===== src/rtl/ones_fill.sv =====
// ones_fill: serially builds a right-justified thermometer word holding N ones.
// Ports: clk, rst (async, active-high), start/count_in request, ready, done pulse, data_out.
module ones_fill #(
    parameter int WIDTH = 8,
    parameter int CNT_W = $clog2(WIDTH + 1)
) (
    input  logic             clk,
    input  logic             rst,
    input  logic             start,
    input  logic [CNT_W-1:0] count_in,
    output logic             ready,
    output logic             done,
    output logic [WIDTH-1:0] data_out
);

    typedef enum logic [1:0] {
        IDLE  = 2'd0,
        CHECK = 2'd1,
        FILL  = 2'd2,
        DONE  = 2'd3
    } state_t;

    localparam logic [CNT_W-1:0] MAX_CNT = CNT_W'(WIDTH);

    state_t             state_q, state_d;
    logic [CNT_W-1:0]   cnt_q, cnt_d;
    logic [WIDTH-1:0]   shreg_q, shreg_d;
    logic [WIDTH-1:0]   data_q, data_d;
    logic [CNT_W-1:0]   count_sat;

    // Requests above WIDTH clamp to a full word instead of wrapping.
    assign count_sat = (count_in > MAX_CNT) ? MAX_CNT : count_in;

    always_ff @(posedge clk or posedge rst) begin
        if (rst) begin
            state_q <= IDLE;
            cnt_q   <= '0;
            shreg_q <= '0;
            data_q  <= '0;
        end else begin
            state_q <= state_d;
            cnt_q   <= cnt_d;
            shreg_q <= shreg_d;
            data_q  <= data_d;
        end
    end

    always_comb begin
        state_d = state_q;
        cnt_d   = cnt_q;
        shreg_d = shreg_q;
        data_d  = data_q;
        unique case (state_q)
            IDLE: begin
                if (start) begin
                    cnt_d   = count_sat;
                    shreg_d = '0;
                    state_d = CHECK;
                end
            end
            CHECK: begin
                // Publish the word on the way out so it is valid with done.
                if (cnt_q == '0) begin
                    data_d  = shreg_q;
                    state_d = DONE;
                end else begin
                    state_d = FILL;
                end
            end
            FILL: begin
                // Only entered with cnt_q != 0, so the decrement never wraps.
                shreg_d = {shreg_q[WIDTH-2:0], 1'b1};
                cnt_d   = cnt_q - CNT_W'(1);
                state_d = CHECK;
            end
            DONE: begin
                state_d = IDLE;
            end
            default: begin
                state_d = IDLE;
            end
        endcase
    end

    assign ready    = (state_q == IDLE);
    assign done     = (state_q == DONE);
    assign data_out = data_q;

endmodule


===== config.mk =====
export PLATFORM = sky130hd
export DESIGN_NAME = ones_fill
export DESIGN_NICKNAME = d
export VERILOG_FILES = /design/src/rtl/ones_fill.sv
export SDC_FILE = /design/constraint.sdc
export NUM_CORES = 1
export LEC_CHECK = 0
export CAP_MARGIN = 40
export CORE_MARGIN = 2
export CORE_UTILIZATION = 48
export CTS_BUF_LIST = sky130_fd_sc_hd__clkbuf_4 sky130_fd_sc_hd__clkbuf_8
export DETAILED_ROUTE_END_ITERATION = 8
export GPL_TIMING_DRIVEN = 1
export PLACE_DENSITY = 0.82
export SLEW_MARGIN = 40
export SYNTH_ARGS = -nofsm -noshare
export SYNTH_HDL_FRONTEND = slang
export SYNTH_SLANG_ARGS = --single-unit

===== constraint.sdc =====
create_clock -name clk -period 1.5 [get_ports clk]
set_input_delay 0.3 -clock clk [delete_from_list [all_inputs] [get_ports clk]]
set_output_delay 0.3 -clock clk [all_outputs]
set_load 0.05 [all_outputs]

==> results of run 1 <==
-- cells in the mapped netlist, types with 2 or more instances --
cell type	instances	area share, %
nor2_1	2	0.75
nor3_1	2	1.0
nor2b_1	5	3.1
nand2_1	4	1.5
mux2_4	8	12
nand2b_4	2	2.7
dfrtp_1	22	55
a31oi_1	2	1.2
a221oi_1	2	1.7
buf_2	3	1.5
nand2b_1	2	1.2
inv_1	6	2.2
a22o_1	7	6.1
-- layer usage --
| layer | track usage (%) | wire length (µm) | vias to the layer above | part of all wire, % |
|---|---|---|---|---|
| li1 | - | - | 340 | - |
| met1 | 20.5 | 851 | 371 | 40 |
| met2 | 34.7 | 1130 | 19 | 54 |
| met3 | 4.55 | 95 | 4 | 4.5 |
| met4 | 9.72 | 30 | 0 | 1.4 |
| met5 | 0 | 0 | - | 0 |
-- power by group through the flow --
stage	clock [W]	combinational, W	sequential (W)
CTS	0.000265	0.00197	0.00108
floorplan	0	0.000797	0.00135
global placement	0	0.00188	0.00108
detailed placement	0	0.00193	0.00110
global route	0.000288	0.00221	0.00112
finish	0.000258	0.00210	0.00109
-- metrics by stage --
stage,cell area [µm²],instances
2_1_floorplan,1010,79
3_3_place_gp,1370,128
3_5_place_dp,1370,128
4_1_cts,1400,132
5_1_grt,1450,135
6_report,1450,135
-- layout make-up --
| cell class | count | area share [%] |
|---|---|---|
| clock buffers | 3 | 1.56 |
| inverters | 7 | 1.82 |
| multi-input cells | 47 | 30.1 |
| flip-flops and latches | 22 | 38.1 |
| well taps | 27 | 2.34 |
| repair buffers | 29 | 26.1 |
-- flip-flops by register name (all words and copies together) (netlist names) --
name / count
shreg_q: 8
state_q: 2
cnt_q: 4
data_out: 8
-- final timing paths --
| kind | endpoint | slack (ps) | depth (start not counted) |
|---|---|---|---|
| max in group asynchronous | data_out[7] | 970 | 3 |
| worst min-delay path | data_out[3] | 310 | 3 |
| worst min register to register | shreg_q[7] | 540 | 1 |
| worst max register to register | data_out[6] | 40 | 6 |
| min in group clk | shreg_q[7] | 540 | 1 |
| worst max-delay path | data_out[6] | 40 | 6 |
-- logic make-up (layout without fill, tap and decap cells) --
logic type | Yosys count | count (layout) | synth area share, %
mux | 9 | 9 | 13.0
simple gates | 20 | 20 | 13.3
fa+ha+maj | 1 | 1 | 1.25
compound gates | 17 | 17 | 13.6
buf+inv | 10 | 39 | 4.11
flops | 22 | 22 | 54.8
-- what timing repair did --
| item | 4_1_cts | 5_1_grt |
|---|---|---|
| setup endpoints to repair | 2 | 10 |
| pin swaps | 0 | 1 |
| resized for setup | 1 | 6 |
| buffers inserted | 1 | 3 |
-- layout by cell type, fill, tap and decap left out, drive strengths merged, types with 3 or more instances in the layout --
master,n
clkbuf,3
nand2b,4
nor2b,5
a22o,7
nor3,3
inv,7
nand2,4
buf,23
dfrtp,22
mux2,8
clkdlybuf4s50,6
-- critical path, cell delays in order, from the launching register on --
cell      delay [ps]
dfrtp_1          410
inv_2             70
ha_4             140
nand2b_4          70
nor3_4           200
buf_12           160
mux2_4           300
==> impl_metrics.json, run 1 <==
{
  "rows": 16,
  "fin_util_pct": 73.7,
  "r2r_start": "cnt_q[0]",
  "layout.nets": 118,
  "fmax_mhz": 683,
  "die_area_um2": 2480,
  "cp-startpoint": "cnt_q[0]",
  "outcome": "complete, no violations",
  "clk_pin_slew_ps": 110,
  "power_density_nw_per_um2": 2380,
  "routed_via_density": 5.44,
  "drv_slew": 0,
  "fin_tns_setup_ps": 0,
  "initial_utilization_pct": 51.2,
  "tightest_slew_ps": 275,
  "hold_viol": 0,
  "synth.distinct_cells": 25,
  "pin_count": 17,
  "globalRoute.totalOverflow": 0,
  "switchingPower_w": 0.00141,
  "worst-path-max-fanout": 8,
  "clock_skew_ps": 0.853,
  "cts_tree": "yes",
  "cap_violations": 0,
  "p_sw_share_pct": 41.0,
  "intPower_w": 0.00203,
  "firstDrtPassIters": 4,
  "start_kind": "flop",
  "place_congestion": 0.803,
  "syn_to_final_growth_pct": 44.0,
  "p_seq_share_pct": 31.7,
  "cts_sinks": 22,
  "clock_latency_ps": 300,
  "die_y_um": 49.8,
  "ys_ff_latch": 22,
  "fin_crit_sh_pct": 97.6,
  "ir_drop_mv": 1.46,
  "min_path_type": "in -> async",
  "p_comb_share_pct": 60.8,
  "finalWirelength_um": 2110,
  "cts-root-buf": "clkbuf_4",
  "clkPwrFrac_pct": 7.5,
  "pre_cts_ws_ps": 25.8,
  "final_layout_size_suffix_gt1_share_pct": 39.8,
  "fin_crit_ps": 1460,
  "end_kind": "flop",
  "seqCellArea_um2": 551,
  "syn_inst": 79,
  "synthArstFlopShare_pct": 100,
  "syn_area_um2": 1000,
  "synth-edff-count": 0,
  "drt_iter0_drc": 15,
  "synth_fp_nets": 87,
  "total_leakage_power_nw": 0.676,
  "final-setup-viol-count": 0,
  "wire_per_inst_um": 15.6,
  "yosysSeqAreaShare_pct": 54.8,
  "synth_flop_cell": "dfrtp_1",
  "fillers": 151,
  "grt_pass1_wl_um": 3460,
  "yosys_warnings": 0,
  "setup_ws_ps": 36.4,
  "relSlewSlack_pct": 81.7,
  "multi_input_area_um2": 435,
  "antenna_found_initial": 0,
  "cp.required_ps": 1700,
  "grt_pass1_vias": 745,
  "setup.worst_path.class": "reg -> reg",
  "htreeDepth": 1,
  "cts-hold-fix-buffers": 0,
  "die_w_um": 49.8,
  "num_antenna_cells": 0,
  "grt_max_degree": 23,
  "portBuffers": 16,
  "whs_ps": 314,
  "cts_inserted_buffers": 3,
  "drcViolationCount": 0,
  "core_um2": 1960,
  "track_usage_pct": 19.2,
  "avgSynthCellArea_um2": 12.7,
  "final_antenna_net_count": 0,
  "arrival_ps": 1660,
  "finalPower_w": 0.00345,
  "vias": 734,
  "detailed_place_hpwl_um": 1510,
  "cts_buffer_depth": 2
}
No activity file was read; power rests on OpenSTA's default activity.
==> run 2: changes to the inputs <==
--- a/config.mk
+++ b/config.mk
@@ -10,6 +10,7 @@
 export CORE_UTILIZATION = 48
 export CTS_BUF_LIST = sky130_fd_sc_hd__clkbuf_4 sky130_fd_sc_hd__clkbuf_8
 export DETAILED_ROUTE_END_ITERATION = 8
+export GPL_ROUTABILITY_DRIVEN = 0
 export GPL_TIMING_DRIVEN = 1
 export PLACE_DENSITY = 0.82
 export SLEW_MARGIN = 40
==> results of run 2 <==
Same layout as run 1: the final DEF is identical, and so are final timing and power.
==> run 3: changes to the inputs <==
--- a/config.mk
+++ b/config.mk
@@ -5,8 +5,8 @@
 export SDC_FILE = /design/constraint.sdc
 export NUM_CORES = 1
 export LEC_CHECK = 0
+export ABC_CLOCK_PERIOD_IN_PS = 1500
 export CAP_MARGIN = 40
-export CORE_MARGIN = 2
 export CORE_UTILIZATION = 48
 export CTS_BUF_LIST = sky130_fd_sc_hd__clkbuf_4 sky130_fd_sc_hd__clkbuf_8
 export DETAILED_ROUTE_END_ITERATION = 8
==> run 3 against run 2 <==
Against the previous run: combinational power decreased by 6%; first-iteration DRC count down 27%; core utilization is 0.45 points higher; non-clock buffer count is 1 lower; worst setup slack better by 13 ps; sequential power hardly changed; worst hold slack improved by 22 ps; clock power is 73% higher; highest routed layer unchanged.
==> impl_metrics.json, run 3 (same netlist as run 1, synthesis figures left out) <==
{
  "finalWirelength_um": 1870,
  "portBuffers": 16,
  "r2r_slack_ps": 50,
  "ir_drop_mv": 1.94,
  "outcome": "complete, no violations",
  "hold_viol": 0,
  "drv_slew": 0,
  "track_usage_pct": 18.5,
  "whs_ps": 335,
  "fin_crit_ps": 1450,
  "rsz0062_at_grt": "true",
  "final-setup-viol-count": 0,
  "grt_max_degree": 23,
  "num_antenna_cells": 0,
  "arrival_ps": 1650,
  "r2r_start": "cnt_q[0]",
  "end_kind": "flop",
  "final_cell_mix": "22 x dfrtp_1, 11 x buf_12, 10 x buf_4",
  "cts_tree": "yes",
  "firstDrtPassIters": 4,
  "start_kind": "flop",
  "power_density_nw_per_um2": 2430,
  "globalRoute.totalOverflow": 0,
  "cts_inserted_buffers": 3,
  "grt_pass1_vias": 645,
  "initial_utilization_pct": 51.2,
  "syn_to_final_growth_pct": 44.8,
  "routed_via_density": 5.25,
  "core_um2": 1960,
  "min_path_type": "in -> async",
  "cp.required_ps": 1700,
  "fillers": 136,
  "die_w_um": 47.8,
  "cts_buffer_depth": 2,
  "wire_per_inst_um": 13.9,
  "fmax_mhz": 689,
  "cts_sinks": 22,
  "finalPower_w": 0.00353,
  "vias": 709,
  "htreeDepth": 1,
  "relSlewSlack_pct": 81.8,
  "drt_iter0_drc": 11,
  "cts-root-buf": "clkbuf_4",
  "cap_violations": 0,
  "die_area_um2": 2280,
  "clock_latency_ps": 310,
  "final_antenna_net_count": 0,
  "die_y_um": 47.8,
  "grt_pass1_wl_um": 2830,
  "rows": 16,
  "setup.worst_path.class": "reg -> reg",
  "antenna_found_initial": 0,
  "rr_worst_depth": 6,
  "pin_count": 17,
  "detailed_place_hpwl_um": 1400,
  "final_layout_size_suffix_gt1_share_pct": 38.0,
  "worst-path-max-fanout": 8,
  "total_leakage_power_nw": 0.683,
  "fin_tns_setup_ps": 0,
  "final_common_cell": "dfrtp_1",
  "layout.nets": 117,
  "r2r-end": "data_out[5]",
  "clock_skew_ps": 8.45,
  "fin_crit_sh_pct": 96.7,
  "clk_pin_slew_ps": 120,
  "tightest_slew_ps": 271,
  "drcViolationCount": 0
}
==> run 3: critical path, stage by stage, from the launching register on <==
cell and delay [ps]:
dfrtp_1 410, inv_1 60, ha_2 200, nand2b_4 70, nor3_4 150, buf_12 160, mux2_4 290
==> run 3: how the worst max path moves through the flow <==
stage	from	endpoint	slack, ps	cells after the start
5_1_grt	cnt_q[0]	data_out[3]	-9	6
3_3_place_gp	start	shreg_q[1]	110	4
4_1_cts	state_q[1]	ready	5	3
2_1_floorplan	cnt_q[0]	data_out[0]	-30	5
3_5_place_dp	cnt_q[0]	data_out[0]	60	6
6_report	cnt_q[0]	data_out[5]	50	6
==> run 3: repair_timing <==
action                     CTS  global route
hold endpoints to repair     0             0
pin swaps                    0             1
setup buffers                1             3
hold buffers                 0             0
resized for setup            2             2
setup endpoints to repair    2            10
==> run 3: cell type report <==
class                      instances  area [µm²]  area share (%)
multi-input combinational         47         425            29.2
clock inverter                     1        30.0            2.06
tap                               27        33.8            2.32
sequential                        22         551            37.8
timing repair buffer              28         367            25.2
inverter                           7        26.3            1.81
clock buffer                       3        22.5            1.55
==> run 3: report_power, final <==
group,leakage (nW),internal [W],total (W),switching [W]
Clock,0.0279,0.000270,0.000446,0.000176
Combinational,0.371,0.00106,0.00198,0.000921
Sequential,0.285,0.000835,0.00111,0.000271
==> run 3: routing by layer <==
| metal | part of all wire [%] | vias up | track usage [%] |
|---|---|---|---|
| li1 | - | 339 | - |
| met5 | 0 | - | 0 |
| met3 | 2.8 | 2 | 3.40 |
| met1 | 46 | 353 | 23.9 |
| met2 | 50 | 15 | 29.5 |
| met4 | 0.53 | 0 | 10.0 |
==> run 3: stage by stage <==
step | utilization, % | area [µm²] | std cells | setup slack, ps
final | 74.2 | 1460 | 135 | 49.5
after global routing | 74.2 | 1460 | 135 | -8.68
after CTS | 73.2 | 1440 | 133 | 4.76
after detailed placement | 69.8 | 1370 | 128 | 58.0
after global placement | 69.8 | 1370 | 128 | 112
after floorplan | - | 1010 | 79 | -30.1
